**config.mk**
```make
export PLATFORM = sky130hd
export DESIGN_NAME = comp_thresh_serial_loader
export DESIGN_NICKNAME = d
export VERILOG_FILES = /design/src/rtl/comp_thresh_serial_loader.sv
export SDC_FILE = /design/constraint.sdc
export NUM_CORES = 1
export LEC_CHECK = 0
export CAP_MARGIN = 30
export CORE_MARGIN = 2
export CORE_UTILIZATION = 54
export CTS_CLUSTER_SIZE = 24
export DETAILED_ROUTE_END_ITERATION = 10
export GPL_TIMING_DRIVEN = 0
export MAX_ROUTING_LAYER = met4
export PLACE_DENSITY = 0.86
export SYNTH_ARGS = -nofsm -noshare
export SYNTH_HDL_FRONTEND = slang
export SYNTH_SLANG_ARGS = --single-unit
```
**constraint.sdc**
```tcl
create_clock -name CLK -period 2.8 [get_ports CLK]
set_input_delay 0.56 -clock CLK [delete_from_list [all_inputs] [get_ports CLK]]
set_output_delay 0.56 -clock CLK [all_outputs]
set_load 0.01 [all_outputs]
```
**src/rtl/comp_thresh_serial_loader.sv**
```systemverilog
// comp_thresh_serial_loader: latches per-channel threshold words and shifts them MSB-first to DACs over SCLK/SDATA with per-channel CS_B
module comp_thresh_serial_loader #(
  parameter int NBITS   = 16,
  parameter int NCHAN   = 4,
  parameter int CLK_DIV = 2
) (
  input  logic                   CLK,
  input  logic                   RST_N,
  input  logic                   START,
  input  logic                   ABORT,
  input  logic [NCHAN-1:0]       CHAN_MASK,
  input  logic [NCHAN*NBITS-1:0] DATA,
  output logic                   SCLK,
  output logic                   SDATA,
  output logic [NCHAN-1:0]       CS_B,
  output logic                   BUSY,
  output logic                   DONE
);
  localparam int BW = NBITS > 1 ? $clog2(NBITS) : 1;
  localparam int CW = NCHAN > 1 ? $clog2(NCHAN) : 1;
  typedef enum logic [2:0] {S_IDLE, S_SELECT, S_SHIFT_LO, S_SHIFT_HI, S_DESELECT, S_DONE} state_t;
  state_t state, state_d;
  logic [CW-1:0] ch, ch_d, first_mask, first_pend;
  logic [BW-1:0] bit_q, bit_d;
  logic [7:0] cnt, cnt_d;
  logic [NCHAN*NBITS-1:0] data_q, data_d;
  logic [NCHAN-1:0] pend, pend_d, cs_d;
  logic [NBITS-1:0] word;
  logic sclk_d, sdata_d, busy_d, done_d, last, clr;
  function automatic logic [CW-1:0] lowest(input logic [NCHAN-1:0] m);
    lowest = '0;
    for (int i = NCHAN - 1; i >= 0; i--) if (m[i]) lowest = CW'(i);
  endfunction
  // state and output registers; all outputs come straight from flops
  always_ff @(posedge CLK or negedge RST_N) begin
    if (!RST_N) begin
      state  <= S_IDLE;
      ch     <= '0;
      bit_q  <= '0;
      cnt    <= '0;
      data_q <= '0;
      pend   <= '0;
      SCLK   <= 1'b0;
      SDATA  <= 1'b0;
      CS_B   <= '1;
      BUSY   <= 1'b0;
      DONE   <= 1'b0;
    end else begin
      state  <= state_d;
      ch     <= ch_d;
      bit_q  <= bit_d;
      cnt    <= cnt_d;
      data_q <= data_d;
      pend   <= pend_d;
      SCLK   <= sclk_d;
      SDATA  <= sdata_d;
      CS_B   <= cs_d;
      BUSY   <= busy_d;
      DONE   <= done_d;
    end
  end
  // next-state and next-output logic; pend holds enabled channels not yet shifted
  always_comb begin
    state_d    = state;
    ch_d       = ch;
    bit_d      = bit_q;
    cnt_d      = cnt;
    data_d     = data_q;
    pend_d     = pend;
    sclk_d     = SCLK;
    sdata_d    = SDATA;
    cs_d       = CS_B;
    busy_d     = BUSY;
    done_d     = DONE;
    clr        = ABORT && state != S_IDLE;
    last       = cnt == 8'(CLK_DIV - 1);
    word       = data_q[ch*NBITS +: NBITS];
    first_mask = lowest(CHAN_MASK);
    first_pend = lowest(pend);
    case (state)
      S_IDLE: if (START && !ABORT) begin
        data_d = DATA;
        cnt_d  = '0;
        if (CHAN_MASK == '0) begin
          state_d = S_DONE;
          done_d  = 1'b1;
        end else begin
          state_d = S_SELECT;
          busy_d  = 1'b1;
          ch_d    = first_mask;
          pend_d  = CHAN_MASK & ~(NCHAN'(1) << first_mask);
          cs_d    = ~(NCHAN'(1) << first_mask);
        end
      end
      S_SELECT: begin
        cnt_d = last ? '0 : cnt + 8'd1;
        if (last) begin
          state_d = S_SHIFT_LO;
          bit_d   = BW'(NBITS - 1);
          sdata_d = word[NBITS-1];
        end
      end
      S_SHIFT_LO: begin
        cnt_d = last ? '0 : cnt + 8'd1;
        if (last) begin
          state_d = S_SHIFT_HI;
          sclk_d  = 1'b1;
        end
      end
      S_SHIFT_HI: begin
        cnt_d = last ? '0 : cnt + 8'd1;
        if (last) begin
          sclk_d = 1'b0;
          if (bit_q != '0) begin
            state_d = S_SHIFT_LO;
            bit_d   = bit_q - BW'(1);
            sdata_d = word[bit_q-BW'(1)];
          end else begin
            state_d = S_DESELECT;
            cs_d    = '1;
            sdata_d = 1'b0;
          end
        end
      end
      S_DESELECT: begin
        cnt_d = last ? '0 : cnt + 8'd1;
        if (last && pend != '0) begin
          state_d = S_SELECT;
          ch_d    = first_pend;
          pend_d  = pend & ~(NCHAN'(1) << first_pend);
          cs_d    = ~(NCHAN'(1) << first_pend);
        end else if (last) begin
          state_d = S_DONE;
          busy_d  = 1'b0;
          done_d  = 1'b1;
        end
      end
      S_DONE: if (!START) begin
        state_d = S_IDLE;
        done_d  = 1'b0;
      end
      default: clr = 1'b1;
    endcase
    if (clr) begin
      state_d = S_IDLE;
      ch_d    = '0;
      bit_d   = '0;
      cnt_d   = '0;
      pend_d  = '0;
      sclk_d  = 1'b0;
      sdata_d = 1'b0;
      cs_d    = '1;
      busy_d  = 1'b0;
      done_d  = 1'b0;
    end
  end
endmodule

```
; ---- Word-level counts from Yosys, hierarchy flattened
; Index checks and enable logic that the tools add are counted.
[word_totals]
in_bits = 72
reg_bits = 93
wordCells = 138
[op_classes]
addsub = 2
eq_ne = 19
n_mux = 68
n_bitwise = 6
shift = 3
magnitude_cmp = 1
reduce_logical = 28
[ops]
columns = op, count
row1 = $shiftx 64x7->16, 1
row2 = $mux 4, 14
row3 = $ne 3x3->1 const B, 12
row4 = $mux 3, 10
row5 = $mux 2, 12
row6 = $mux 8, 3
row7 = $mux 1, 18
row8 = $pmux 3 s6, 1
row9 = $not 4->4, 4
row10 = $pmux 4 s2, 2
row11 = $pmux 8 s2, 1
row12 = $reduce_bool 4->1, 4
row13 = $reduce_bool 3->1, 5
row14 = $pmux 4 s3, 1
row15 = $reduce_and 6->1, 2
row16 = $add 8x1->8 const B, 1
row17 = $and 4x4->4, 2
row18 = $eq 8x1->1 const B, 1
row19 = $reduce_and 4->1, 2
row20 = $shl 1x2->4 const A, 2
row21 = $reduce_and 7->1, 1
row22 = $reduce_bool 7->1, 1
row23 = $eq 3x2->1 const B, 2
row24 = $eq 3x3->1 const B, 2
row25 = 17 further kinds, 23

; ---- Logic depth before layout (Yosys ltp)
[depth]
ltp_word = 11
depth_mapped = 8
depth_no_buf = 7

; ---- Least setup slack after synthesis
; OpenSTA, ideal clock, no wires.
[synth_path]
path_type = input to register
from = input port ABORT
to = register CS_B[1]
arrival_time_ns = 1.959
path_buffers = 1
setup_slack_ns = 0.759
setup_ns = 0.082
path_stages = 6
cell_sequence = clkbuf_1 -> nor3_1 -> nand2_1 -> a21oi_2 -> a211o_1 -> mux2_2
[synth_via]
elab_chain_len = 4
elab_cells_between_ends = 12
cone_classes = eq/ne: 5 / mux: 2 / reduce/logical: 5
[synth_lines]
columns = item, line_no
row1 = start: declaration, 10  ; input logic ABORT,
row2 = $logic_and 1x1->1 or $logic_not 1->1 (tied branches), "75, 81"
row3 = $mux 1 or $logic_and 1x1->1 (tied branches), "80, 81"
row4 = $ne 3x3->1 (no source line) or $reduce_bool 4->1 (tied branches), -
row5 = $reduce_and 6->1 (no source line), -
row6 = end signal: assignment, 57  ; CS_B <= cs_d;
row7 = end: declaration, 15  ; output logic [NCHAN-1:0] CS_B,
; Parallel ways exist; a longest one is shown, timed or not.
; A chain may end at the register's enable or synchronous reset.

; ---- Final worst setup path
[layout_path]
from = input port ABORT
to = register data_q[43]
[layout_via]
elab_chain_len = 3
[layout_lines]
columns = item, line_no
row1 = $logic_not 1->1, 81  ; S_IDLE: if (START && !ABORT) begin
row2 = $logic_and 1x1->1, 81
row3 = $reduce_and 2->1 (no source line), -
row4 = end signal: assignment, 53  ; data_q <= data_d;
row5 = end: declaration, 26  ; logic [NCHAN*NBITS-1:0] data_q, data_d;
; Every way passes these cells.

==> results <==
- The die covers 9890 µm².
- In this run the worst path has a maximum fanout of 10.
- Combinational logic is responsible for 47.3% of the overall power.
- The library cells used most frequently in the layout, excluding fill and tap cells, are 89 x sky130_fd_sc_hd__dfrtp_1, 76 x sky130_fd_sc_hd__clkdlybuf4s50_1, 71 x sky130_fd_sc_hd__mux2_2.
- The required time of the critical path is 3.06 ns.
- The remaining routing DRC violations is 0.
- Counting I/O delays and the setup requirement, the final critical path takes 2.52 ns.
- The cell type with the largest total area after synthesis is sky130_fd_sc_hd__dfrtp_1.
- The cell area that synthesis handed to floorplanning was 4920 µm².
- Clock latency on the worst-skew pair, taken at its later pin, is 0.37 ns.
- In this run, the number of DRC markers left after iteration 0 of detailed routing was 241.
- The final count of negative-setup-slack endpoints is 0.
- After floorplanning, the core was divided into 34 placement rows.
- Headroom to the max-slew limit came out at 48.6%.
- After global routing the overflow that remains totals 0.
- The kind of capture point of the worst setup path is a register.
- In this run the clock root is driven by a sky130_fd_sc_hd__clkbuf_8.
- The number of nets still failing antenna checks after routing is 0.
- The flip-flop and latch count after synthesis is 93.
- The initial standard-cell utilization of the core is 56.2%.
- The net count of the finished layout is 568.
- For this run, the register share of the synthesized area comes to 47.4%.
- Post-CTS timing repair inserted 0 buffers for setup.
- TritonCTS created 9 clock buffers.
- After layout, the worst setup slack is 0.276 ns.
- The critical path goes through clkdlybuf4s50_1 -> clkbuf_1 -> nor3_2 -> nand3b_1 -> buf_2 -> mux2_2.
- Once layout is complete, the cells apart from fillers number 606.
- Among all stages on the critical path, the largest delay is contributed by sky130_fd_sc_hd__clkdlybuf4s50_1.
- In the synthesized netlist the dominant register cell turns out to be sky130_fd_sc_hd__dfrtp_1.
- The utilization after layout is 69.0%.
- Data on the critical path arrives at its endpoint at 2.78 ns.
- The layout overhead on the synthesized area is 23.0%.
- The final count of hold timing violations was 0.
- Once placement completed, the tool counted placed cells totaling 591.
- The number of vias after detailed routing is 3637.
- The switching component of the power is 2260 µW.
- TritonCTS built the clock tree.
- The number of antenna violations at the first check in global routing was 0.
- Internal power comes to 3880 µW.
- Summed over all cells, the static leakage comes to 0.00252 µW.
- The gate count after technology mapping is 405.
- The class of the most critical hold timing path is in2async.
- The HPWL after detailed placement is 8440 µm.
- The net count after synthesis is 480.
- The fraction of layout instances using a drive strength above 1 is 25.9%.
- The worst-case IR drop observed on VDD is 0.470 mV.
- Before antenna repair, the detailed router went through 4 iterations.
- The global-route usage over all layers is 25.5%.
- The number of synthesis warnings is 0.
- The share of total power dissipated in sequential elements is 37.8%.
- Measured along the x axis, the die boundary spans 99.5 µm.
- The area share of the largest cell type after synthesis is 45.3%.
- The overall power is 6130 µW.
- 80 I/O pins were placed.
- Entering global routing, the biggest net connects 76 pins.
- The library cell used most frequently in the layout, excluding fill and tap cells, is sky130_fd_sc_hd__dfrtp_1.
- Buffers inserted to repair hold after CTS numbered 0.
- The number of buffers and inverters on the critical path is 3.
- The proportion of total power due to net switching is 36.8%.
- The slew at the pin closest to its max-slew limit is 0.769 ns.
- The number of clock sinks is 93.
- The routed wire length is 11500 µm.
- The via count of the first global-routing pass is 3802.
- The clock tree synthesis step divided the H-tree into 3 levels.
- The number of vias per cell is 6.00.
- In this run, post-CTS repair resized a total of 0 instances.
- On the critical path the largest part of the delay comes from buffers and inverters.
- The longest clock path from root to sink contains 2 buffers.
- The count of pins over their slew limit came to 0.
- The top achievable clock speed is 0.396 GHz.
- In this run, the clock network consumes 14.9% of the power.
- The largest single stage delay on the critical path is 0.50 ns.
- The number of antenna cells inserted is 0.
- The number of distinct library cell variants in the gate-level netlist after synthesis is 63.
- A synthesized cell averages 12.2 µm².
- Of all flip-flops after synthesis, the portion carrying an async set or reset was 100%.
- The routed wire length per instance is 19.0 µm.
- The critical path in this run is classified as in2reg.
- Yosys mapped a number of flops with a built-in enable equal to 0.
- The run finished with clean final reports.
- During placement, the flow inserted port buffers numbering 77.
- The first global-routing pass estimated 19000 µm of wire.
- The die is 99.5 µm tall.
- The portion of the clock cycle consumed by the worst path in the final layout is 90.1%.
- Timing analysis after detailed placement gives a worst setup slack of -0.208 ns.
- STA classifies the critical path startpoint as an input pin.
- After clock tree synthesis, the clock-pin slew on the worst setup and hold paths is 0.11 ns.
- The global placement routability congestion is 0.889.
- The worst clock skew is 0.00985 ns.
- The power density over the cells is 1010 nW/µm².
- Setup repair after global routing left no endpoint under its margin.
- The total area inside the core boundary comes to 8760 µm².
- The count of maximum capacitance violations is 0.
- By area the synthesized netlist is led by sky130_fd_sc_hd__dfrtp_1 45%, sky130_fd_sc_hd__mux2_2 16%, sky130_fd_sc_hd__mux4_2 3.7%.
power by group through the flow:
| stage | clock network [µW] | registers (µW) | logic (µW) |
|---|---|---|---|
| after floorplan | 0 | 2220 | 2170 |
| after CTS | 937 | 2310 | 2900 |
| after global placement | 0 | 2270 | 2790 |
| after detailed placement | 0 | 2330 | 2880 |
| final | 916 | 2320 | 2900 |
| after global routing | 996 | 2390 | 3150 |
path summary, 6_finish.rpt:
kind | cells after the start | endpoint | slack (ns) | start
min reg2reg | 2 | CS_B[0]$_DFFE_PN1P_ | 0.48 | CS_B[0]$_DFFE_PN1P_
max reg2reg | 8 | ch[0]$_DFFE_PN0P_ | 0.44 | cnt[1]$_DFFE_PN0P_
max in group asynchronous | 2 | CS_B[3]$_DFFE_PN1P_ | 2.05 | RST_N
min | 1 | state[2]$_DFFE_PN0P_ | 0.06 | RST_N
max | 6 | data_q[43]$_DFFE_PN0P_ | 0.28 | ABORT
min in group CLK | 2 | CS_B[0]$_DFFE_PN1P_ | 0.48 | CS_B[0]$_DFFE_PN1P_
metrics by stage:
| step | hold WS (ns) | setup TNS [ns] | area, µm² |
|---|---|---|---|
| global route | 0.0636 | 0 | 6050 |
| floorplan | 0.264 | 0 | 4920 |
| CTS | 0.0549 | 0 | 6050 |
| global placement | 0.459 | -200.45 | 5830 |
| detailed placement | 0.464 | -11.62 | 5850 |
| finish | 0.0606 | 0 | 6050 |
cells in the mapped netlist, types with 2 or more instances:
cell type                   count
sky130_fd_sc_hd__a211o_1        3
sky130_fd_sc_hd__a21o_1         3
sky130_fd_sc_hd__a21oi_1       13
sky130_fd_sc_hd__a22o_1         2
sky130_fd_sc_hd__a311oi_1       3
sky130_fd_sc_hd__a31oi_1        2
sky130_fd_sc_hd__and2_1         3
sky130_fd_sc_hd__and3_1         5
sky130_fd_sc_hd__buf_2          9
sky130_fd_sc_hd__buf_6          2
sky130_fd_sc_hd__clkbuf_1       8
sky130_fd_sc_hd__clkbuf_8       4
sky130_fd_sc_hd__dfrtp_1       89
sky130_fd_sc_hd__dfstp_2        4
sky130_fd_sc_hd__ha_1           3
sky130_fd_sc_hd__inv_1         11
sky130_fd_sc_hd__mux2_2        71
sky130_fd_sc_hd__mux2i_1        8
sky130_fd_sc_hd__mux4_1         6
sky130_fd_sc_hd__mux4_2         8
sky130_fd_sc_hd__nand2_1       21
sky130_fd_sc_hd__nand2b_1       2
sky130_fd_sc_hd__nand3_1        8
sky130_fd_sc_hd__nand3b_1       4
sky130_fd_sc_hd__nor2_1        21
sky130_fd_sc_hd__nor2b_1        3
sky130_fd_sc_hd__nor3_1         9
sky130_fd_sc_hd__nor3b_1        4
sky130_fd_sc_hd__nor4_1         3
sky130_fd_sc_hd__o2111ai_1      3
sky130_fd_sc_hd__o211ai_1       3
sky130_fd_sc_hd__o21ai_0       18
sky130_fd_sc_hd__o22a_1         2
sky130_fd_sc_hd__o22ai_1        3
sky130_fd_sc_hd__o31ai_1        2
sky130_fd_sc_hd__o32a_1         3
sky130_fd_sc_hd__o32ai_1        2
sky130_fd_sc_hd__o41ai_1        2
sky130_fd_sc_hd__or2_2          2
sky130_fd_sc_hd__or3_1          4
sky130_fd_sc_hd__or3b_2         2
sky130_fd_sc_hd__xor2_1         6
cell families after synthesis:
logic type      Yosys count  synth area share [%]
fa+ha+maj                 3                 0.763
flops                    93                  47.4
xor+xnor                  7                  1.25
compound gates           72                  10.1
simple gates            100                  11.1
buf+inv                  36                  4.17
mux                      94                  25.2
layout make-up:
cell class	count	area, µm²
tap	108	135
multi-input combinational	276	2390
inverter	11	41.3
clock inverter	6	60.1
fill	616	2710
clock buffer	10	138
timing repair buffer	78	796
buffer	24	160
sequential	93	2330
per-layer routing:
| metal | global-route usage (%) | routed length [µm] |
|---|---|---|
| met1 | 32.1 | 4880 |
| met2 | 41.9 | 5900 |
| met3 | 3.87 | 550 |
| met4 | 9.80 | 192 |
| met5 | - | 0 |
flip-flops by register name (all words and copies together) (netlist names), 2 cells and up:
signal / flops
data_q: 64
cnt: 8
CS_B: 4
bit_q: 4
pend: 4
state: 3
ch: 2
(Power assumes the default switching activity.)
==> variant 1 (config.mk and constraints unchanged) <==
`data_q` no longer has a reset.
--- a/src/rtl/comp_thresh_serial_loader.sv
+++ b/src/rtl/comp_thresh_serial_loader.sv
@@ -38,7 +38,6 @@
       ch     <= '0;
       bit_q  <= '0;
       cnt    <= '0;
-      data_q <= '0;
       pend   <= '0;
       SCLK   <= 1'b0;
       SDATA  <= 1'b0;
@@ -50,7 +49,6 @@
       ch     <= ch_d;
       bit_q  <= bit_d;
       cnt    <= cnt_d;
-      data_q <= data_d;
       pend   <= pend_d;
       SCLK   <= sclk_d;
       SDATA  <= sdata_d;
@@ -58,6 +56,10 @@
       BUSY   <= busy_d;
       DONE   <= done_d;
     end
+  end
+
+  always_ff @(posedge CLK) begin
+    data_q <= data_d;
   end
   // next-state and next-output logic; pend holds enabled channels not yet shifted
   always_comb begin
Behaviour: same outputs for any inputs over 10 cycles, from zero or initial values and one cycle with RST_N low; that may be too few to reach the edited logic, so the function may still have changed.
==> variant 1 against the unedited design <==
- clock power up 4.9%
- sequential cell count unchanged
- combinational power down 28%
- synthesized area down 8.8%
- first-iteration DRC count down 10%
- worst hold slack better by 0.47 ns
- worst setup slack worse by 0.00070 ns
- clock skew down 0.0021 ns
- non-clock buffer count down 7
- power down 18%
- design area down 6.1%
- wire length down 16%
==> variant 1: results (changes against the unedited design) <==
- Status: complete, no violations
- Synth-to-Final Area Change: 26.7%
- RePlAce Congestion: 0.925 (+4.1%)
- Minimum hold slack: 0.530 ns (+0.469 ns)
- Delay-heaviest family, CP: compound AO/OA/AOI/OAI gates
- Register area share after synthesis: 59.1% (+12 points)
- Placed Cells: 528 (-11%)
- Nets@finish: 509 (-10%)
- Initial DRC Count: 217 (-10%)
- Footprint of the multi-input gates: 1700 µm² (-29%)
- Non-clock buffers: 95 (-6.9%)
- Vias in the first global route: 3,247 (-15%)
- Largest net degree at the start of global routing: 34 (-55%)
- Max IR drop VDD: 0.490 mV (+4.3%)
- Drt first pass iters: 5 (+1)
- Critical path type: flip-flop to flip-flop
- Clock Skew: 0.00779 ns (-0.00207 ns)
- Clock-cell share: 3.77% (+0.50 points)
- EDFF count, synth: 64 (+64)
- Post-synthesis cell type count: 61 (-3.2%)
- Worst reg2reg startpoint: bit_q[0]
- NonClk Buf Share: 16.6% (+0.78 points)
- Register Area: 2650 µm² (+14%)
- Share of cells above drive strength 1: 13.9% (-12 points)
- Worst R2R End: CS_B[1]
- Filler instances: 572 (-7.1%)
- Synth top area share: 42.8% (-2.4 points)
-- variant 1: changes by cell type in the layout (fill, tap and decap cells not counted), sizes merged, moves of 4 or more --
cell	unedited run	this run
inv	17	13
a21oi	14	24
buf	15	7
nor2	21	29
mux2	71	6
dfrtp	89	25
nand2	21	29
edfxtp	0	64
xnor2	1	5
nand3b	4	0
mux2i	8	3
and3	6	2
-- variant 1: kinds of logic (layout without fill, tap and decap cells) --
logic type                 count (synthesis)  after routing  share of synthesized area [%]
AOI/OAI and AO/OA                         79             79                           11.9
xor gates and xnor gates                  10             10                           2.12
adders and majority gates                  3              3                          0.837
buffers and inverters                     24            121                           3.15
DFF                                       93             93                           59.1
muxes                                     24             24                           10.3
and+or+nand+nor                          109            109                           12.6
-- variant 1: per-layer routing --
layer | up-vias | global-route usage (%) | wire [µm]
li1 | 1511 | - | -
met1 | 1568 | 30.6 | 3980
met2 | 160 | 37.1 | 4710
met3 | 28 | 3.56 | 692
met4 | 0 | 9.54 | 238
met5 | - | - | 0
==> variant 2 (same flow settings) <==
Without the edit above. `NBITS`: 16 -> 8.
--- a/src/rtl/comp_thresh_serial_loader.sv
+++ b/src/rtl/comp_thresh_serial_loader.sv
@@ -1,6 +1,6 @@
 // comp_thresh_serial_loader: latches per-channel threshold words and shifts them MSB-first to DACs over SCLK/SDATA with per-channel CS_B
 module comp_thresh_serial_loader #(
-  parameter int NBITS   = 16,
+  parameter int NBITS   = 8,
   parameter int NCHAN   = 4,
   parameter int CLK_DIV = 2
 ) (
Interface: changed (resized DATA); port bits go from 80 to 48. The function was not compared with the original's and may differ.
==> variant 2 against the unedited design <==
- sequential share of layout area decreased by 2.7 points
- worst setup slack worse by 0.053 ns
- design area is 31% lower
- combinational power is 31% lower
- final cell count down 27%
- critical path depth fell by 1
- clock skew decreased by 0.0025 ns
- register-to-register slack worse by 0.22 ns
- worst hold slack improved by 0.23 ns
- power fell by 28%
- wire length decreased by 33%
- synthesized area fell by 31%
- die area decreased by 30%
- sequential cell count fell by 33
- critical path type is now flip-flop to flip-flop
- largest power group unchanged
==> variant 2: results (changes against the unedited design) <==
- Status: complete, no violations
- Switching pwr: 0.00163 W (-28%)
- Delay-heaviest family, CP: simple AND/OR/NAND/NOR gates
- Gr usage total: 24.9% (-0.56 points)
- Relative slew slack: 40.9% (-7.7 points)
- Sequential power share: 33.3% (-4.5 points)
- Drt first pass iters: 5 (+1)
- Leakage power: 1.73 nW (-31%)
- M1 GR Usage: 31.8% (-0.30 points)
- Worst-skew pair later-pin latency: 0.34 ns (-0.03 ns)
- Filler instances: 438 (-29%)
- Vias: 2,748 (-24%)
- Grt met2 use: 39.1% (-2.9 points)
- Vias per cell: 6.22 (+3.6%)
- Pre-CTS WS: 0.0723 ns (+0.280 ns)
- Setup crit end: CS_B[2]
- FF-to-FF path depth: 5 (-3)
- Post-synthesis mux area share: 18.8% (-6.5 points)
- GRT met3 Usage: 5.67% (+1.8 points)
- Worst Path Arrival: 2.85 ns (+0.07 ns)
- Nonclk inv count: 10 (-1)
- CP startpoint: cnt[4]
- Footprint of the multi-input gates: 1780 µm² (-25%)
- DR WL met3: 494 µm (-10%)
- Largest registers: data_q: 32 flops, cnt: 8 flops
- Ant. Diodes: 0 (unchanged)
- Sequential share of cell area: 35.9% (-2.7 points)
- Syn_nets: 349 (-27%)
- P_seq: 0.00146 W (-37%)
- Clock slew at reported path FFs: 0.07 ns (-0.04 ns)
- Placed wire-length estimate: 5520 µm (-35%)
- Register-to-register setup slack: 0.22 ns (-0.22 ns)
- P_clk: 0.000910 W (-0.7%)
- Synth Area in Adders: 1.85% (+1.1 points)
- Metal1 wirelength: 3270 µm (-33%)
- Slowest-stage cell, CP: nor3_1
- RePlAce Congestion: 0.927 (+4.3%)
- Placed Cells: 426 (-28%)
- Global-route wire length before repair: 13,400 µm (-29%)
- Clk sinks: 60 (-35%)
- Multi-input combinational cell count: 218 (-21%)
- Clock Skew: 0.00739 ns (-0.00246 ns)
- Nets@finish: 407 (-28%)
- Pwr dens: 1040 nW/µm² (+3.0%)
- Met2 WL: 3860 µm (-34%)
- Non-clock buffers: 63 (-38%)
- NonClk Buf Share: 13.0% (-2.8 points)
- Clock-cell share: 5.60% (+2.3 points)
- Initial DRC Count: 331 (+37%)
- Register area share after synthesis: 44.5% (-2.9 points)
- CP max stage delay: 0.73 ns (+0.23 ns)
- Avg Inst Size Synth: 11.1 µm² (-8.3%)
- Largest net degree at the start of global routing: 36 (-53%)
- Fmax: 0.388 GHz (-2.1%)
- Post-synthesis cell type count: 61 (-3.2%)
- Max IR drop VDD: 0.755 mV (+61%)
[variant 2: cell types whose count changed after synthesis, moves of 4 or more]
cell / unedited run / this run
mux2_1: 0 / 35
dfrtp_1: 89 / 56
mux4_1: 6 / 0
o21ai_1: 0 / 5
o21ai_0: 18 / 10
clkbuf_8: 4 / 0
o2111ai_1: 3 / 8
mux2_2: 71 / 1
nand2_1: 21 / 11
[variant 2: worst min-delay path by stage]
stage | endpoint | slack (ns) | depth (start not counted)
floorplan | BUSY | 0.26 | 0
global placement | CS_B[0] | 0.45 | 2
detailed placement | CS_B[0] | 0.46 | 2
CTS | cnt[3] | 0.32 | 1
global route | cnt[3] | 0.38 | 1
finish | cnt[3] | 0.30 | 1
[variant 2: kinds of logic (layout without fill, tap and decap cells)]
family | after synthesis | in the layout
fa+ha+maj | 5 | 5
flops | 60 | 60
compound gates | 70 | 70
xor+xnor | 9 | 9
mux | 49 | 49
buf+inv | 26 | 89
simple gates | 85 | 85
